## config.mk

```make
export PLATFORM = sky130hd
export DESIGN_NAME = calc2_port_master
export DESIGN_NICKNAME = d
export VERILOG_FILES = /design/src/rtl/calc2_port_master.sv
export SDC_FILE = /design/constraint.sdc
export NUM_CORES = 1
export LEC_CHECK = 0
export CAP_MARGIN = 20
export CORE_ASPECT_RATIO = 0.75
export CORE_MARGIN = 1
export CORE_UTILIZATION = 50
export DETAILED_ROUTE_END_ITERATION = 7
export PLACE_DENSITY = 0.85
export SLEW_MARGIN = 20
export SYNTH_ARGS = -nofsm -noshare
export SYNTH_HDL_FRONTEND = slang
export SYNTH_SLANG_ARGS = --single-unit
export TNS_END_PERCENT = 10
```

## constraint.sdc

```tcl
create_clock -name c_clk -period 8.05 [get_ports c_clk]
set_input_delay 1.61 -clock c_clk [delete_from_list [all_inputs] [get_ports c_clk]]
set_output_delay 1.61 -clock c_clk [all_outputs]
set_load 0.01 [all_outputs]
```

## src/rtl/calc2_port_master.sv

```systemverilog
// calc2_port_master
// Initiator for one calc2 request/response port. Whole operations arrive on
// a valid/ready command interface and are serialised into the two-cycle
// calc2 request (op+operand1, then operand2). Each operation gets the
// lowest free 2-bit tag. Returning responses are matched by tag. Unanswered
// tags are retired as timeouts. Results wait in a 4-deep FIFO.
//
// Ports:
//   c_clk, reset          clock (rising edge), async active-high reset
//   cmd_valid/cmd_ready   operation handshake; cmd_op, cmd_d1, cmd_d2 payload
//   req_cmd_out/req_data_out/req_tag_out   registered request to calc2
//   out_resp/out_data/out_tag              response from calc2
//   res_valid/res_ready   result handshake; res_resp, res_data, res_tag payload
//   outstanding           number of issued, unretired tags (0..4)
//   spurious_err          sticky flag: response for a tag that was not outstanding
module calc2_port_master #(
  parameter int TIMEOUT = 16,
  parameter int TW      = 8
) (
  input  logic        c_clk,
  input  logic        reset,
  input  logic        cmd_valid,
  output logic        cmd_ready,
  input  logic [3:0]  cmd_op,
  input  logic [31:0] cmd_d1,
  input  logic [31:0] cmd_d2,
  output logic [3:0]  req_cmd_out,
  output logic [31:0] req_data_out,
  output logic [1:0]  req_tag_out,
  input  logic [1:0]  out_resp,
  input  logic [31:0] out_data,
  input  logic [1:0]  out_tag,
  output logic        res_valid,
  input  logic        res_ready,
  output logic [1:0]  res_resp,
  output logic [31:0] res_data,
  output logic [1:0]  res_tag,
  output logic [2:0]  outstanding,
  output logic        spurious_err
);

  typedef enum logic [1:0] {IDLE = 2'd0, OP1 = 2'd1, OP2 = 2'd2} state_t;

  state_t        state, state_nxt;
  logic [3:0]    req_cmd_nxt;
  logic [31:0]   req_data_nxt;
  logic [1:0]    req_tag_nxt;
  logic          accept;
  logic [1:0]    cur_tag;
  logic [31:0]   d2_q;

  logic [3:0]    tag_busy;
  logic [TW-1:0] tmr [4];
  logic [2:0]    busy_cnt;
  logic [1:0]    free_tag;

  logic          rsp_valid;
  logic          rsp_hit;
  logic [3:0]    expired;
  logic          retire;
  logic [1:0]    retire_tag;
  logic [3:0]    free_vec;
  logic          push;
  logic          pop;
  logic [35:0]   push_entry;

  logic [35:0]   fifo_mem [4];
  logic [1:0]    wr_ptr, rd_ptr;
  logic [2:0]    fifo_cnt;

  // Tag bookkeeping: how many tags are in flight and which one to hand out
  // next. A tag freed this cycle still reads as busy here. It can be
  // allocated again only from the next cycle.
  always_comb begin
    busy_cnt = 3'(tag_busy[0]) + 3'(tag_busy[1]) + 3'(tag_busy[2]) + 3'(tag_busy[3]);
    free_tag = 2'd0;
    for (int i = 3; i >= 0; i--) begin
      if (!tag_busy[i]) free_tag = 2'(i);
    end
  end

  // Every buffered result came from an outstanding tag. Limiting the sum to
  // 4 therefore guarantees the FIFO cannot overflow.
  assign cmd_ready = (state == IDLE) && (tag_busy != 4'hF) &&
                     ((4'(busy_cnt) + 4'(fifo_cnt)) < 4'd4);
  assign outstanding = busy_cnt;

  // Request sequencer: next state and next values of the registered
  // request outputs.
  always_comb begin
    state_nxt    = state;
    req_cmd_nxt  = 4'd0;
    req_data_nxt = 32'd0;
    req_tag_nxt  = 2'd0;
    accept       = 1'b0;
    case (state)
      IDLE: begin
        if (cmd_valid && cmd_ready) begin
          accept       = 1'b1;
          state_nxt    = OP1;
          req_cmd_nxt  = cmd_op;
          req_data_nxt = cmd_d1;
          req_tag_nxt  = free_tag;
        end
      end
      OP1: begin
        state_nxt    = OP2;
        req_data_nxt = d2_q;
      end
      OP2: state_nxt = IDLE;
      default: state_nxt = IDLE;
    endcase
  end

  // State register and registered request outputs. Operand2 and the tag are
  // held until the OP1/OP2 cycles need them.
  always_ff @(posedge c_clk or posedge reset) begin
    if (reset) begin
      state        <= IDLE;
      req_cmd_out  <= 4'd0;
      req_data_out <= 32'd0;
      req_tag_out  <= 2'd0;
      cur_tag      <= 2'd0;
      d2_q         <= 32'd0;
    end else begin
      state        <= state_nxt;
      req_cmd_out  <= req_cmd_nxt;
      req_data_out <= req_data_nxt;
      req_tag_out  <= req_tag_nxt;
      if (accept) begin
        cur_tag <= free_tag;
        d2_q    <= cmd_d2;
      end
    end
  end

  // Response matching and timeout retirement. A real response always takes
  // the single push slot. An expired tag waits for a cycle with no response.
  always_comb begin
    rsp_valid  = (out_resp != 2'd0);
    rsp_hit    = rsp_valid && tag_busy[out_tag];
    retire_tag = 2'd0;
    for (int i = 0; i < 4; i++) begin
      expired[i] = tag_busy[i] && (tmr[i] == '0);
    end
    for (int i = 3; i >= 0; i--) begin
      if (expired[i]) retire_tag = 2'(i);
    end
    retire     = !rsp_hit && (expired != 4'd0);
    free_vec   = 4'd0;
    push_entry = {2'd3, 32'd0, retire_tag};
    if (rsp_hit) begin
      free_vec[out_tag] = 1'b1;
      push_entry        = {out_resp, out_data, out_tag};
    end else if (retire) begin
      free_vec[retire_tag] = 1'b1;
    end
    push = rsp_hit || retire;
  end

  // Outstanding mask, per-tag timers and the sticky spurious flag. A tag
  // becomes outstanding at the end of its OP2 cycle. Before then, any
  // response carrying it counts as spurious.
  always_ff @(posedge c_clk or posedge reset) begin
    if (reset) begin
      tag_busy     <= 4'd0;
      spurious_err <= 1'b0;
      for (int i = 0; i < 4; i++) tmr[i] <= '0;
    end else begin
      tag_busy <= (tag_busy & ~free_vec) |
                  ((state == OP2) ? (4'b0001 << cur_tag) : 4'b0000);
      for (int i = 0; i < 4; i++) begin
        if ((state == OP2) && (cur_tag == 2'(i))) begin
          tmr[i] <= TW'(TIMEOUT);
        end else if (tag_busy[i] && (tmr[i] != '0)) begin
          tmr[i] <= tmr[i] - TW'(1);
        end
      end
      if (rsp_valid && !tag_busy[out_tag]) spurious_err <= 1'b1;
    end
  end

  // Result FIFO pointers and occupancy. A push and a pop in the same cycle
  // are both honoured.
  assign pop = res_valid && res_ready;

  always_ff @(posedge c_clk or posedge reset) begin
    if (reset) begin
      wr_ptr   <= 2'd0;
      rd_ptr   <= 2'd0;
      fifo_cnt <= 3'd0;
    end else begin
      if (push) wr_ptr <= wr_ptr + 2'd1;
      if (pop)  rd_ptr <= rd_ptr + 2'd1;
      case ({push, pop})
        2'b10:   fifo_cnt <= fifo_cnt + 3'd1;
        2'b01:   fifo_cnt <= fifo_cnt - 3'd1;
        default: fifo_cnt <= fifo_cnt;
      endcase
    end
  end

  // FIFO storage has no reset. The outputs are gated while the FIFO is
  // empty, so stale contents never show.
  always_ff @(posedge c_clk) begin
    if (push) fifo_mem[wr_ptr] <= push_entry;
  end

  assign res_valid = (fifo_cnt != 3'd0);
  assign {res_resp, res_data, res_tag} = res_valid ? fifo_mem[rd_ptr] : 36'd0;

endmodule

```

==> results <==
- The flow ran to the end, and the final reports show no timing, DRC or antenna violations.
- The worst setup slack before clock tree synthesis is about 3.3 ns.
- In this run the post-CTS setup repair buffer count came out at 0.
- The final worst slack is 2.761 ns.
- Adding up every negative setup slack in the final design gives 0 ns.
- The stage delay of the slowest cell on the critical path is a little under 0.6 ns.
- The largest net degree at the start of global routing is just under 80.
- The ratio of total power to cell area is around 350 nW/um^2.
- The max-slew violation total from the final report is 0.
- The type of origin of the critical path is a register.
- The floorplan step set the die height to 131.3 um.
- The floorplan step defined a die boundary enclosing 22890 um^2.
- The worst hold path class is register to register.
- The number of global-route vias before repair came to roughly 6800.
- Once detailed placement completed, the half-perimeter wirelength came to 14760 um.
- The share of the Yosys chip area taken by registers is approximately two thirds.
- Setup repair after global routing left no endpoint under its margin.
- After synthesis, the share of flip-flops with an asynchronous set or reset is 45.04%.
- Gates resized during post-CTS repair numbered 0.
- The number of antenna diodes in the final layout is 0.
- The total overflow left after global routing is 0.
- After the first detailed-routing iteration, the DRC count stood at 561.
- TritonCTS built the clock tree.
- After detailed placement, the total cell area comes to 13210 um^2.
- The die is 174.4 um wide.
- The mapped netlist covers 11140 um^2.
- In this run, CTS created clock tree buffers numbering 26.
- The most used flip-flop cell after synthesis is edfxtp_1.
- The pre-antenna-repair detailed-routing pass consisted of 5 iterations.
- The detail route stage leaves a number of antenna-violating nets equal to 0.
- The area of combinational cells with multiple inputs is 3565 um^2.
- The cell family contributing the most delay on the critical path is adder cells.
- The layer with the highest usage is met2.
- Buffers placed on the I/O ports in this run total 187.
- The pin slew with the least headroom to its limit is between 1 and 1.5 ns.
- The worst setup path is of the register to output pin kind.
- The final instance area is around 14000 um^2.
- The initial antenna violation count was 0.
- The critical path goes through inv_1, fa_1, inv_1, ha_1, ha_1, ha_1, nor4_1, and4b_1, clkdlybuf4s50_1.
- Counting every instance in the synthesized netlist gives between 700 and 800.
- Setup violations remaining at the end of the flow were counted as 0.
- The initial utilization of the core area, before any placement, comes to 51.89%.
- For this design the top-level I/O count stands at 188.
- Using the TritonRoute via totals, the vias-per-cell ratio works out to 5.495.
- The per-cell routed wire length is 18.93 um.
- Summing all flip-flop and latch instances after layout gives 7279 um^2.
- The total count of hold-check failures in the final report is 0.
- On the final layout, the worst clock skew is 0.009838 ns.
- The longest clock path from root to sink contains 3 buffers.
- Wires add up to approximately 23000 um.
- Compared with the post-synthesis result, the final layout area differs by 25.99%.
- The library cell contributing the largest single delay on the critical path is clkdlybuf4s50_1.
- The global routing usage on met1 is 27.00%.
- The root buffer cell chosen for the clock tree is clkbuf_16.
- In this run, distinct cell masters in the synthesized netlist total between 60 and 70.
- The first global-routing pass estimated 36500 um of wire.
- The post-synthesis average cell area is 15.54 um^2.
- The leading cell type in the layout, fill and taps excluded is clkdlybuf4s50_1.
- For this design the static power due to leakage is 5.409 nW.
- The largest fanout on the critical path is 10.
- The core region is about 21000 um^2.
- The synthesized design contains 262 register bits.
- Fill cells in the final layout number 1493.
- The floorplan has 46 rows.
- The global routing met2 resource utilization is 32.27%.
- The number of buffers inserted by hold repair at cts is 0.
- The number of vias after detailed routing is 6627.
- The aggregate global-route resource usage is 20.21%.
- In the layout the commonest cells are clkdlybuf4s50_1 (187), edfxtp_1 (144), dfrtp_1 (116).
- The level count of the clock H-tree is 1.
- The most frequent cell on the critical path is ha_1.
- STA classifies the critical path endpoint as an output pin.
- STA puts the critical path data required time at between 6 and 7 ns.
- After detailed routing, the number of remaining DRC violations is 0.
- Headroom to the max-slew limit came out at 31.01%.
- The number of enable-type register cells in the synthesized netlist is 144.
- The clock transition at the register clock pins on the worst setup and hold paths after CTS is 0.06 ns.
- After the last flow step, the layout net total stands at slightly above 1000.
- The clock net sink count is approximately 260.
- The met3 routing resource usage after global routing is roughly 6.6%.
- For this run, the number of Yosys warnings is 0.
- The synthesized net count is 845.
- The tool flagged a number of max-cap violations equal to 0.
- The routability congestion estimate from global placement is approximately 0.78.
- The post-route minimum period is 5.289 ns.
- Dividing the final minimum period by the clock period gives 65.71%.
- The worst-case vdd ir drop is 0.0002388 V.
- The maximum clock rate is 189.1 MHz.
- The insertion delay of the later-clocked pin in the worst-skew pair is about 0.52 ns.
- Data arrives at the worst endpoint at 3.68 ns.
- Cells with a size suffix above 1 make up 14.71% of the layout.
- The buffers plus inverters on the worst setup path is 3.
[synthesized netlist by cell type (3+ instances only)]
master	count	area, um^2
a21oi_1	6	30.03
o21ai_0	3	15.01
ha_1	18	225.2
xnor2_1	8	70.07
dfrtp_1	118	2953
xor2_1	19	166.4
nand2_1	4	15.01
nor3_1	9	45.04
or3_1	4	25.02
mux2i_1	6	60.06
o2111ai_1	3	26.28
nor2_1	43	161.4
mux2_2	28	315.3
o21bai_1	3	22.52
and2_1	74	462.9
buf_4	4	30.03
a22o_1	32	280.3
nand3_1	9	45.04
nor3b_1	5	37.54
nor4_1	7	43.79
o2bb2ai_1	3	26.28
o211ai_1	5	37.54
mux4_2	36	810.8
mux2_1	5	56.30
clkbuf_1	20	75.07
buf_2	11	55.05
edfxtp_1	144	4324
nand4_1	3	18.77
o31ai_1	4	30.03
inv_1	23	86.33
and3_1	5	31.28
nand2b_1	5	31.28
a211oi_1	4	30.03
buf_6	3	33.78
[cell type report]
type / count / share of cell area (%)
Inverter: 24 / 0.6597
Tap cell: 288 / 2.568
Clock inverter: 12 / 0.7221
Multi-Input combinational cell: 391 / 25.40
Clock buffer: 36 / 5.126
Sequential cell: 262 / 51.87
Timing Repair Buffer: 193 / 13.66
[layer usage]
layer  up-vias  wire, um
met3        33      2104
li1       3037         -
met5         -         0
met2       236     10920
met4         0       475
met1      3321      9321
[worst paths after layout]
check	cells past startpoint	startpoint	endpoint	slack, ns
max	9	tag_busy[0]	cmd_ready	2.76
min	1	d2_q[0]	d2_q[0]	0.49
max reg2reg	12	tag_busy[0]	d2_q[31]	4.14
min reg2reg	1	d2_q[0]	d2_q[0]	0.49
max in group asynchronous	3	reset	d2_q[23]	5.21
min in group asynchronous	2	reset	req_tag_out[0]	1.49
[registers in the layout, summed over array words and instances, names as in the netlist]
| register | count |
|---|---|
| cur_tag | 2 |
| req_tag_out | 2 |
| req_cmd_out | 4 |
| state | 2 |
| spurious_err | 1 |
| d2_q | 32 |
| req_data_out | 32 |
| tmr | 32 |
| fifo_mem | 144 |
| wr_ptr | 2 |
| rd_ptr | 2 |
| tag_busy | 4 |
| fifo_cnt | 3 |
[through the flow]
stage / util (%) / power, mW / hold slack (ns) / std cells
final: 65.37 / 4.913 / 0.4890 / 1206
after global routing: 65.37 / 5.178 / 0.5067 / 1206
after CTS: 65.37 / 4.972 / 0.4868 / 1206
after detailed placement: 61.55 / 3.802 / 0.4762 / 1158
after global placement: 61.55 / 3.735 / 0.4638 / 1158
after floorplan: - / 3.067 / 0.4588 / 717
[report_power, final]
part,total [mW],internal (mW),leakage (nW),switching (mW)
logic,1.76,0.986,2.18,0.773
clock network,1.15,0.660,0.386,0.494
registers,2.00,1.76,2.84,0.235
total,4.91,3.41,5.41,1.50
[cells by family after synthesis]
family	Yosys count	synth area share [%]
DFF	262	65.33
and+or+nand+nor	188	9.985
AOI/OAI and AO/OA	80	6.099
muxes	76	11.29
xor gates and xnor gates	27	2.123
buffers and inverters	64	2.797
adders and majority gates	20	2.381
[worst register-to-register path: cells and delay by family (launching register included)]
family	cells	cell delay (ns)
and+or+nand+nor	3	0.76
adders and majority gates	4	1.20
DFF	1	0.54
muxes	1	0.45
buffers and inverters	4	0.84
Power figures use the tool's default switching activity.
